<file path="src/rtl/addsub_serial.sv">
// Digit-serial two's-complement adder/subtractor: DIGIT bits per clock, LSB digit first.
// Optional `ADDSUB_SATURATE_EN clamps the result on signed overflow instead of wrapping.
module addsub_serial #(
    parameter int WIDTH = 16,
    parameter int DIGIT = 4
) (
    input  logic             clk,
    input  logic             rst_n,
    input  logic             in_valid,
    output logic             in_ready,
    input  logic [WIDTH-1:0] a,
    input  logic [WIDTH-1:0] b,
    input  logic             sub,
    output logic             out_valid,
    input  logic             out_ready,
    output logic [WIDTH-1:0] s,
    output logic             cout,
    output logic             ovf,
    output logic [1:0]       o_dbg_state
);

    localparam int NDIG  = WIDTH / DIGIT;
    localparam int CNT_W = (NDIG > 1) ? $clog2(NDIG) : 1;

    generate
        if (WIDTH % DIGIT != 0) begin : g_bad_digit
            $error("addsub_serial: WIDTH must be a multiple of DIGIT");
        end
    endgenerate

    typedef enum logic [1:0] {
        IDLE = 2'd0,
        RUN  = 2'd1,
        DONE = 2'd2
    } state_t;

    state_t             r_state;
    logic [WIDTH-1:0]   r_a;
    logic [WIDTH-1:0]   r_b;
    logic               r_a_msb;
    logic               r_b_msb;
    logic               r_carry;
    logic [CNT_W-1:0]   r_cnt;
    logic [WIDTH-1:0]   r_s;
    logic               r_cout;
    logic               r_ovf;
    logic               r_in_ready;
    logic               r_out_valid;

    logic [DIGIT:0]     w_dsum;
    logic [WIDTH-1:0]   w_s_next;
    logic [WIDTH-1:0]   w_s_final;
    logic               w_ovf_next;
    logic               w_last;

    // Handshakes: a transfer happens on a rising edge where valid and ready are both high;
    // in_ready is high only in IDLE, out_valid only in DONE, and the result holds until taken.
    always_comb begin
        w_dsum     = {1'b0, r_a[DIGIT-1:0]} + {1'b0, r_b[DIGIT-1:0]} + {{DIGIT{1'b0}}, r_carry};
        // New digit enters at the top; after NDIG digits the LSB digit sits at the bottom.
        w_s_next   = WIDTH'({w_dsum[DIGIT-1:0], r_s} >> DIGIT);
        w_ovf_next = (r_a_msb == r_b_msb) && (w_s_next[WIDTH-1] != r_a_msb);
        w_last     = (r_cnt == CNT_W'(NDIG - 1));
`ifdef ADDSUB_SATURATE_EN
        if (w_ovf_next) begin
            w_s_final = r_a_msb ? {1'b1, {(WIDTH-1){1'b0}}} : {1'b0, {(WIDTH-1){1'b1}}};
        end else begin
            w_s_final = w_s_next;
        end
`else
        w_s_final  = w_s_next;
`endif
    end

    always_ff @(posedge clk or negedge rst_n) begin
        if (!rst_n) begin
            r_state     <= IDLE;
            r_a         <= '0;
            r_b         <= '0;
            r_a_msb     <= 1'b0;
            r_b_msb     <= 1'b0;
            r_carry     <= 1'b0;
            r_cnt       <= '0;
            r_s         <= '0;
            r_cout      <= 1'b0;
            r_ovf       <= 1'b0;
            r_in_ready  <= 1'b1;
            r_out_valid <= 1'b0;
        end else begin
            case (r_state)
                IDLE: begin
                    if (in_valid) begin
                        r_a        <= a;
                        r_b        <= b ^ {WIDTH{sub}};
                        r_a_msb    <= a[WIDTH-1];
                        r_b_msb    <= b[WIDTH-1] ^ sub;
                        r_carry    <= sub;
                        r_cnt      <= '0;
                        r_in_ready <= 1'b0;
                        r_state    <= RUN;
                    end
                end
                RUN: begin
                    r_a     <= r_a >> DIGIT;
                    r_b     <= r_b >> DIGIT;
                    r_carry <= w_dsum[DIGIT];
                    r_cnt   <= r_cnt + 1'b1;
                    if (w_last) begin
                        r_s         <= w_s_final;
                        r_cout      <= w_dsum[DIGIT];
                        r_ovf       <= w_ovf_next;
                        r_out_valid <= 1'b1;
                        r_state     <= DONE;
                    end else begin
                        r_s <= w_s_next;
                    end
                end
                DONE: begin
                    if (out_ready) begin
                        r_out_valid <= 1'b0;
                        r_in_ready  <= 1'b1;
                        r_state     <= IDLE;
                    end
                end
                default: begin
                    r_out_valid <= 1'b0;
                    r_in_ready  <= 1'b1;
                    r_state     <= IDLE;
                end
            endcase
        end
    end

    assign in_ready    = r_in_ready;
    assign out_valid   = r_out_valid;
    assign s           = r_s;
    assign cout        = r_cout;
    assign ovf         = r_ovf;
    assign o_dbg_state = r_state;

endmodule

</file>
<file path="config.mk">
export PLATFORM = sky130hd
export DESIGN_NAME = addsub_serial
export DESIGN_NICKNAME = d
export VERILOG_FILES = /design/src/rtl/addsub_serial.sv
export SDC_FILE = /design/constraint.sdc
export NUM_CORES = 1
export LEC_CHECK = 0
export CAP_MARGIN = 0
export CORE_ASPECT_RATIO = 1.4
export CORE_UTILIZATION = 48
export CTS_BUF_LIST = sky130_fd_sc_hd__clkbuf_4 sky130_fd_sc_hd__clkbuf_8
export CTS_CLUSTER_SIZE = 10
export DETAILED_ROUTE_END_ITERATION = 8
export PLACE_DENSITY = 0.8
export SETUP_SLACK_MARGIN = 0.2
export SLEW_MARGIN = 25
export SYNTH_ARGS = -nofsm -noshare
export SYNTH_HDL_FRONTEND = slang
export SYNTH_SLANG_ARGS = --single-unit
</file>
<file path="constraint.sdc">
create_clock -name clk -period 2.5 [get_ports clk]
set_input_delay 0.625 -clock clk [delete_from_list [all_inputs] [get_ports clk]]
set_output_delay 0.625 -clock clk [all_outputs]
set_load 0.1 [all_outputs]
</file>
# Word level (Yosys, flattened, before mapping)
# Cells that the tools add are included.
# Widths: inputs -> output; s select.
# word_totals
in_bits	37
out_inout_bits	22
reg_bits	59
# op_classes
n_bitwise	4
muxes	18
addsub	3
eq_ne	8
reduce_logical	9
# op_table
cell	n
$pmux 16 s2	2
$mux 16	2
$xor 16x16->16	1
$reduce_and 3->1	3
$mux 2	4
$ne 2x2->1 const B	3
$pmux 1 s3	2
$pmux 2 s3	1
$reduce_and 2->1	3
$add 4x4->5	1
$add 5x1->5	1
$mux 1	5
$eq 2x2->1 const B	2
$pmux 2 s2	1
$add 2x1->2 const B	1
$eq 2x1->1 const B	1
$logic_not 2->1	1
$not 1->1	2
$pmux 1 s2	1
$reduce_bool 2->1	1
$eq 1x1->1	1
$logic_and 1x1->1	1
$ne 1x1->1	1
$xor 1x1->1	1

# Logic depth before layout (Yosys ltp)
# logic_depth
word_depth	4
mapped_depth	6
ltp_nobuf	6

# Worst setup path before layout
# Ideal clock, no wire load.
# synth_timing
kind	register -> register
startpoint	register r_state[0] (netlist: o_dbg_state[0])
endpoint	register r_b[10]
slack_ns	0.504
path_stages_with_launch	5
n_path_buf	1
arrival_time_ns	1.870
synth_period_minus_slack_ns	1.996
cell_sequence	dfrtp_1 -> nor2b_1 -> nor2_2 -> buf_2 -> a221o_1
# synth_between
elab_chain_len	3
# synth_rtl
item	line_no	rtl
start, declared	37	state_t r_state;
start signal, assigned	77	r_state <= IDLE;
start signal, assigned	100	r_state <= RUN;
start signal, assigned	113	r_state <= DONE;
$eq 2x1->1 or $logic_not 2->1 (tied branches)	90	case (r_state)
$reduce_bool 2->1 (no line) or $ne 2x2->1 (tied branches)	--	
$reduce_and 2->1 (no line)	--	
end signal, assigned	94	r_b <= b ^ {WIDTH{sub}};
end signal, assigned	105	r_b <= r_b >> DIGIT;
end, declared	39	logic [WIDTH-1:0] r_b;
# Several ways; a longest one is shown, not always the timed one.
# A chain may end at the register's enable or synchronous reset.

# Worst setup path after layout
# layout_timing
startpoint	register r_a[0]
endpoint	register r_carry
# layout_between
elab_chain_len	3
# layout_rtl
item	line_no	rtl
start, declared	38	logic [WIDTH-1:0] r_a;
start signal, assigned	104	r_a <= r_a >> DIGIT;
$add 4x4->5	59	w_dsum = {1'b0, r_a[DIGIT-1:0]} + {1'b0, r_b[DIGIT-1:0]} + {{DIGIT{1'b0}}, r_carry};
$add 5x1->5	59	
$pmux 1 s2	90	
end signal, assigned	97	r_carry <= sub;
end signal, assigned	106	r_carry <= w_dsum[DIGIT];
end, declared	42	logic r_carry;
# No other way between the ends.

==> impl_metrics.py <==
metrics = {
    "drt": {
        "first_iter_violations": 92,
        "viasPerCell": 5.32,
        "drc_errors": 0,
        "num_vias": 2185,
        "ant_nets": 0,
        "detailedRoute.firstPassIterationCount": 5,
        "routed_wirelength_mm": 5.60,
        "drt-wirelength-per-cell_um": 13.6,
    },
    "cts": {
        "insertion_delay_ps": 330,
        "tritoncts.num_buffers": 9,
        "cts.repair.resized": 0,
        "cts.clk_slew.worst_paths_ps": 70,
        "root_buffer": "sky130_fd_sc_hd__clkbuf_8",
        "postCtsSetupBuffers": 0,
        "htree_num_levels": 3,
        "clkSinkCount": 59,
        "tritoncts": "done",
        "clock_path_buffers": 2,
        "cts.hold.buffers_added": 0,
    },
    "worst_setup_path": {
        "cp_data_arrival_time_ps": 2070,
        "rr_worst_depth": 6,
        "worstPathMaxFanout": 2,
        "worst_path_dominant_cell_family": "adder cells",
        "worstPathRequired_ps": 2670,
        "timing.reg2reg.setup_slack_ps": 600,
        "criticalPathCategory": "reg -> reg",
        "crit-reg2reg-launch": "r_a[0]",
        "critical_path.max_stage_delay_ps": 470,
        "crit_path_cell_trace": "fa_1 -> fa_1 -> a21oi_1 -> nor2_1 -> nor2_1 -> o21ai_0",
        "worstSetupStartpointType": "flip-flop",
        "worst_setup_path_end_kind": "flip-flop",
        "crit_buf_inv": 0,
        "crit_path_top_delay_cell": "sky130_fd_sc_hd__fa_1",
        "worstReg2RegEnd": "r_carry",
    },
    "global_routing": {
        "overflow": 0,
        "grt_pass1_wl_mm": 9.61,
        "grt.total_usage": 0.217,
        "via_count_of_the_first_global_routing_pass": 2067,
        "largest_net_degree_at_the_start_of_global_routing": 52,
        "grt_antenna_before_repair": 0,
    },
    "final_layout": {
        "fraction_of_final_layout_cells_sized_beyond_drive_strength_1": 0.157,
        "antenna_diode_count": 0,
        "nets": 383,
        "area_delta_synth_final_pct": 32.0,
    },
    "timing": {
        "grt_setup_unrepaired": "no",
        "period_minus_slack_ps": 1900,
        "worst_setup_skew_after_layout_ps": 7.52,
        "report.final.setup_viol": 0,
        "setup_slack_ps": 603,
        "report.final.hold_viol_count": 0,
        "whs_ps": 294,
        "maxSlewHeadroom": 0.390,
        "setup_total_negative_slack_ps": 0,
        "post-route-period-util": 0.759,
        "slew_violations": 0,
        "tightest_slew_ps": 915,
        "fmax_ghz": 0.527,
    },
    "die": {
        "die_x_um": 65.1,
        "top_level_ports": 59,
        "rows": 31,
        "die_y_um": 90.3,
        "initial_utilization": 0.507,
        "die_area_um2": 5870,
        "core_area_um2": 5280,
    },
    "job": {
        "drv.max_cap_violation_count": 0,
    },
    "logic_synthesis": {
        "netlist-cell-type-count": 29,
        "synth.cell_area_um2": 2670,
        "yosys_most_used_dff": "sky130_fd_sc_hd__dfrtp_1",
        "syn_inst": 281,
        "synthesis.area_per_instance_um2": 9.51,
        "synth_top_cells_by_area": "sky130_fd_sc_hd__dfrtp_1 54%, sky130_fd_sc_hd__nand2_1 13%, sky130_fd_sc_hd__xnor2_1 5.2%",
        "ys.warnings.count": 0,
        "synth_top_cell_by_area": "sky130_fd_sc_hd__dfrtp_1",
        "mappedNetlistNets": 324,
        "synth_seq_area_share": 0.553,
        "synthDominantCellAreaShare": 0.543,
        "ys_ff_latch": 59,
        "synth_edf_count": 0,
        "synth_async_sr_flop_share": 1.00,
    },
    "place": {
        "port_buffers": 58,
        "place.gp.congestion": 0.760,
        "placed_wire_length_estimate_mm": 3.85,
        "dpl_worst_slack_ps": 410,
    },
    "min_path": {
        "min-delay-path-class": "in -> async",
    },
    "outcome": {
        "outcome": "completed",
    },
}
==> cell usage after synthesis, drive strengths merged (2+ instances only) <==
cell and number:
a221o 12, buf 12, fa 2, nand3 4, nand2b 2, nand2 91, a31oi 12, a21oi 6
dfrtp 58, clkbuf 6, nor2 29, ha 4, o21ai 14, xnor2 16
==> worst max path at each step <==
stage / to / cells past startpoint / slack (ps) / startpoint
after floorplan: r_b[10] / 4 / 500 / o_dbg_state[0]
after global placement: r_carry / 5 / 470 / in_valid
after detailed placement: r_carry / 5 / 410 / in_valid
after CTS: r_carry / 6 / 580 / r_a[0]
after global routing: r_carry / 6 / 430 / r_a[0]
final: r_carry / 6 / 600 / r_a[0]
==> cell type report <==
cell class                      instances  area (um2)
Sequential cell                        59        1480
Clock inverter                          4        95.1
Inverter                                1        3.75
Fill cell                             442        1750
Clock buffer                           12         165
Tap cell                               66        82.6
Timing Repair Buffer                   66         593
Multi-Input combinational cell        203        1110
==> sequential cells by signal, indices dropped and copies added (netlist names) <==
signal       cells
r_a             16
r_b             16
s               16
o_dbg_state      2
r_cnt            2
cout             1
in_ready         1
out_valid        1
ovf              1
r_a_msb          1
r_b_msb          1
r_carry          1
==> layout by cell type (no fill, tap or decap), types with 2 or more instances in the layout <==
| cell type | netlist | routed |
|---|---|---|
| sky130_fd_sc_hd__a21oi_1 | 6 | 6 |
| sky130_fd_sc_hd__bufinv_16 | 0 | 3 |
| sky130_fd_sc_hd__buf_4 | 1 | 29 |
| sky130_fd_sc_hd__a31oi_1 | 12 | 12 |
| sky130_fd_sc_hd__dfrtp_1 | 58 | 58 |
| sky130_fd_sc_hd__nand3_1 | 4 | 4 |
| sky130_fd_sc_hd__fa_1 | 2 | 2 |
| sky130_fd_sc_hd__nand2_1 | 91 | 91 |
| sky130_fd_sc_hd__a221o_1 | 12 | 12 |
| sky130_fd_sc_hd__ha_1 | 4 | 4 |
| sky130_fd_sc_hd__clkdlybuf4s50_1 | 0 | 35 |
| sky130_fd_sc_hd__xnor2_1 | 16 | 16 |
| sky130_fd_sc_hd__o21ai_0 | 14 | 14 |
| sky130_fd_sc_hd__nor2_1 | 28 | 28 |
| sky130_fd_sc_hd__clkbuf_8 | 0 | 12 |
==> per-layer routing <==
metal | GRT usage | wire [um] | up-vias
met5 | 0 | 0 | -
met4 | 0.0996 | 78 | 0
met3 | 0.0556 | 273 | 5
met2 | 0.346 | 2870 | 68
met1 | 0.271 | 2380 | 1056
li1 | - | - | 1056
==> cell families (layout without fill, tap and decap cells) <==
logic type | Yosys count | in the layout | share of synthesized area
AOI/OAI and AO/OA | 48 | 48 | 0.125
buffers and inverters | 19 | 83 | 0.0332
and+or+nand+nor | 132 | 132 | 0.199
DFF | 59 | 59 | 0.553
adders and majority gates | 6 | 6 | 0.0337
xor gates and xnor gates | 17 | 17 | 0.0557
==> metrics by stage <==
step	instance area, um2	std cells	utilization
6_report	3530	411	0.669
5_1_grt	3530	411	0.669
4_1_cts	3530	411	0.669
3_5_place_dp	3270	395	0.620
3_3_place_gp	3270	395	0.620
2_1_floorplan	2670	281	-
Power is left out: the tool's default activity adds up to more than one toggle a clock period on the data nets, which glitch-free logic cannot reach.
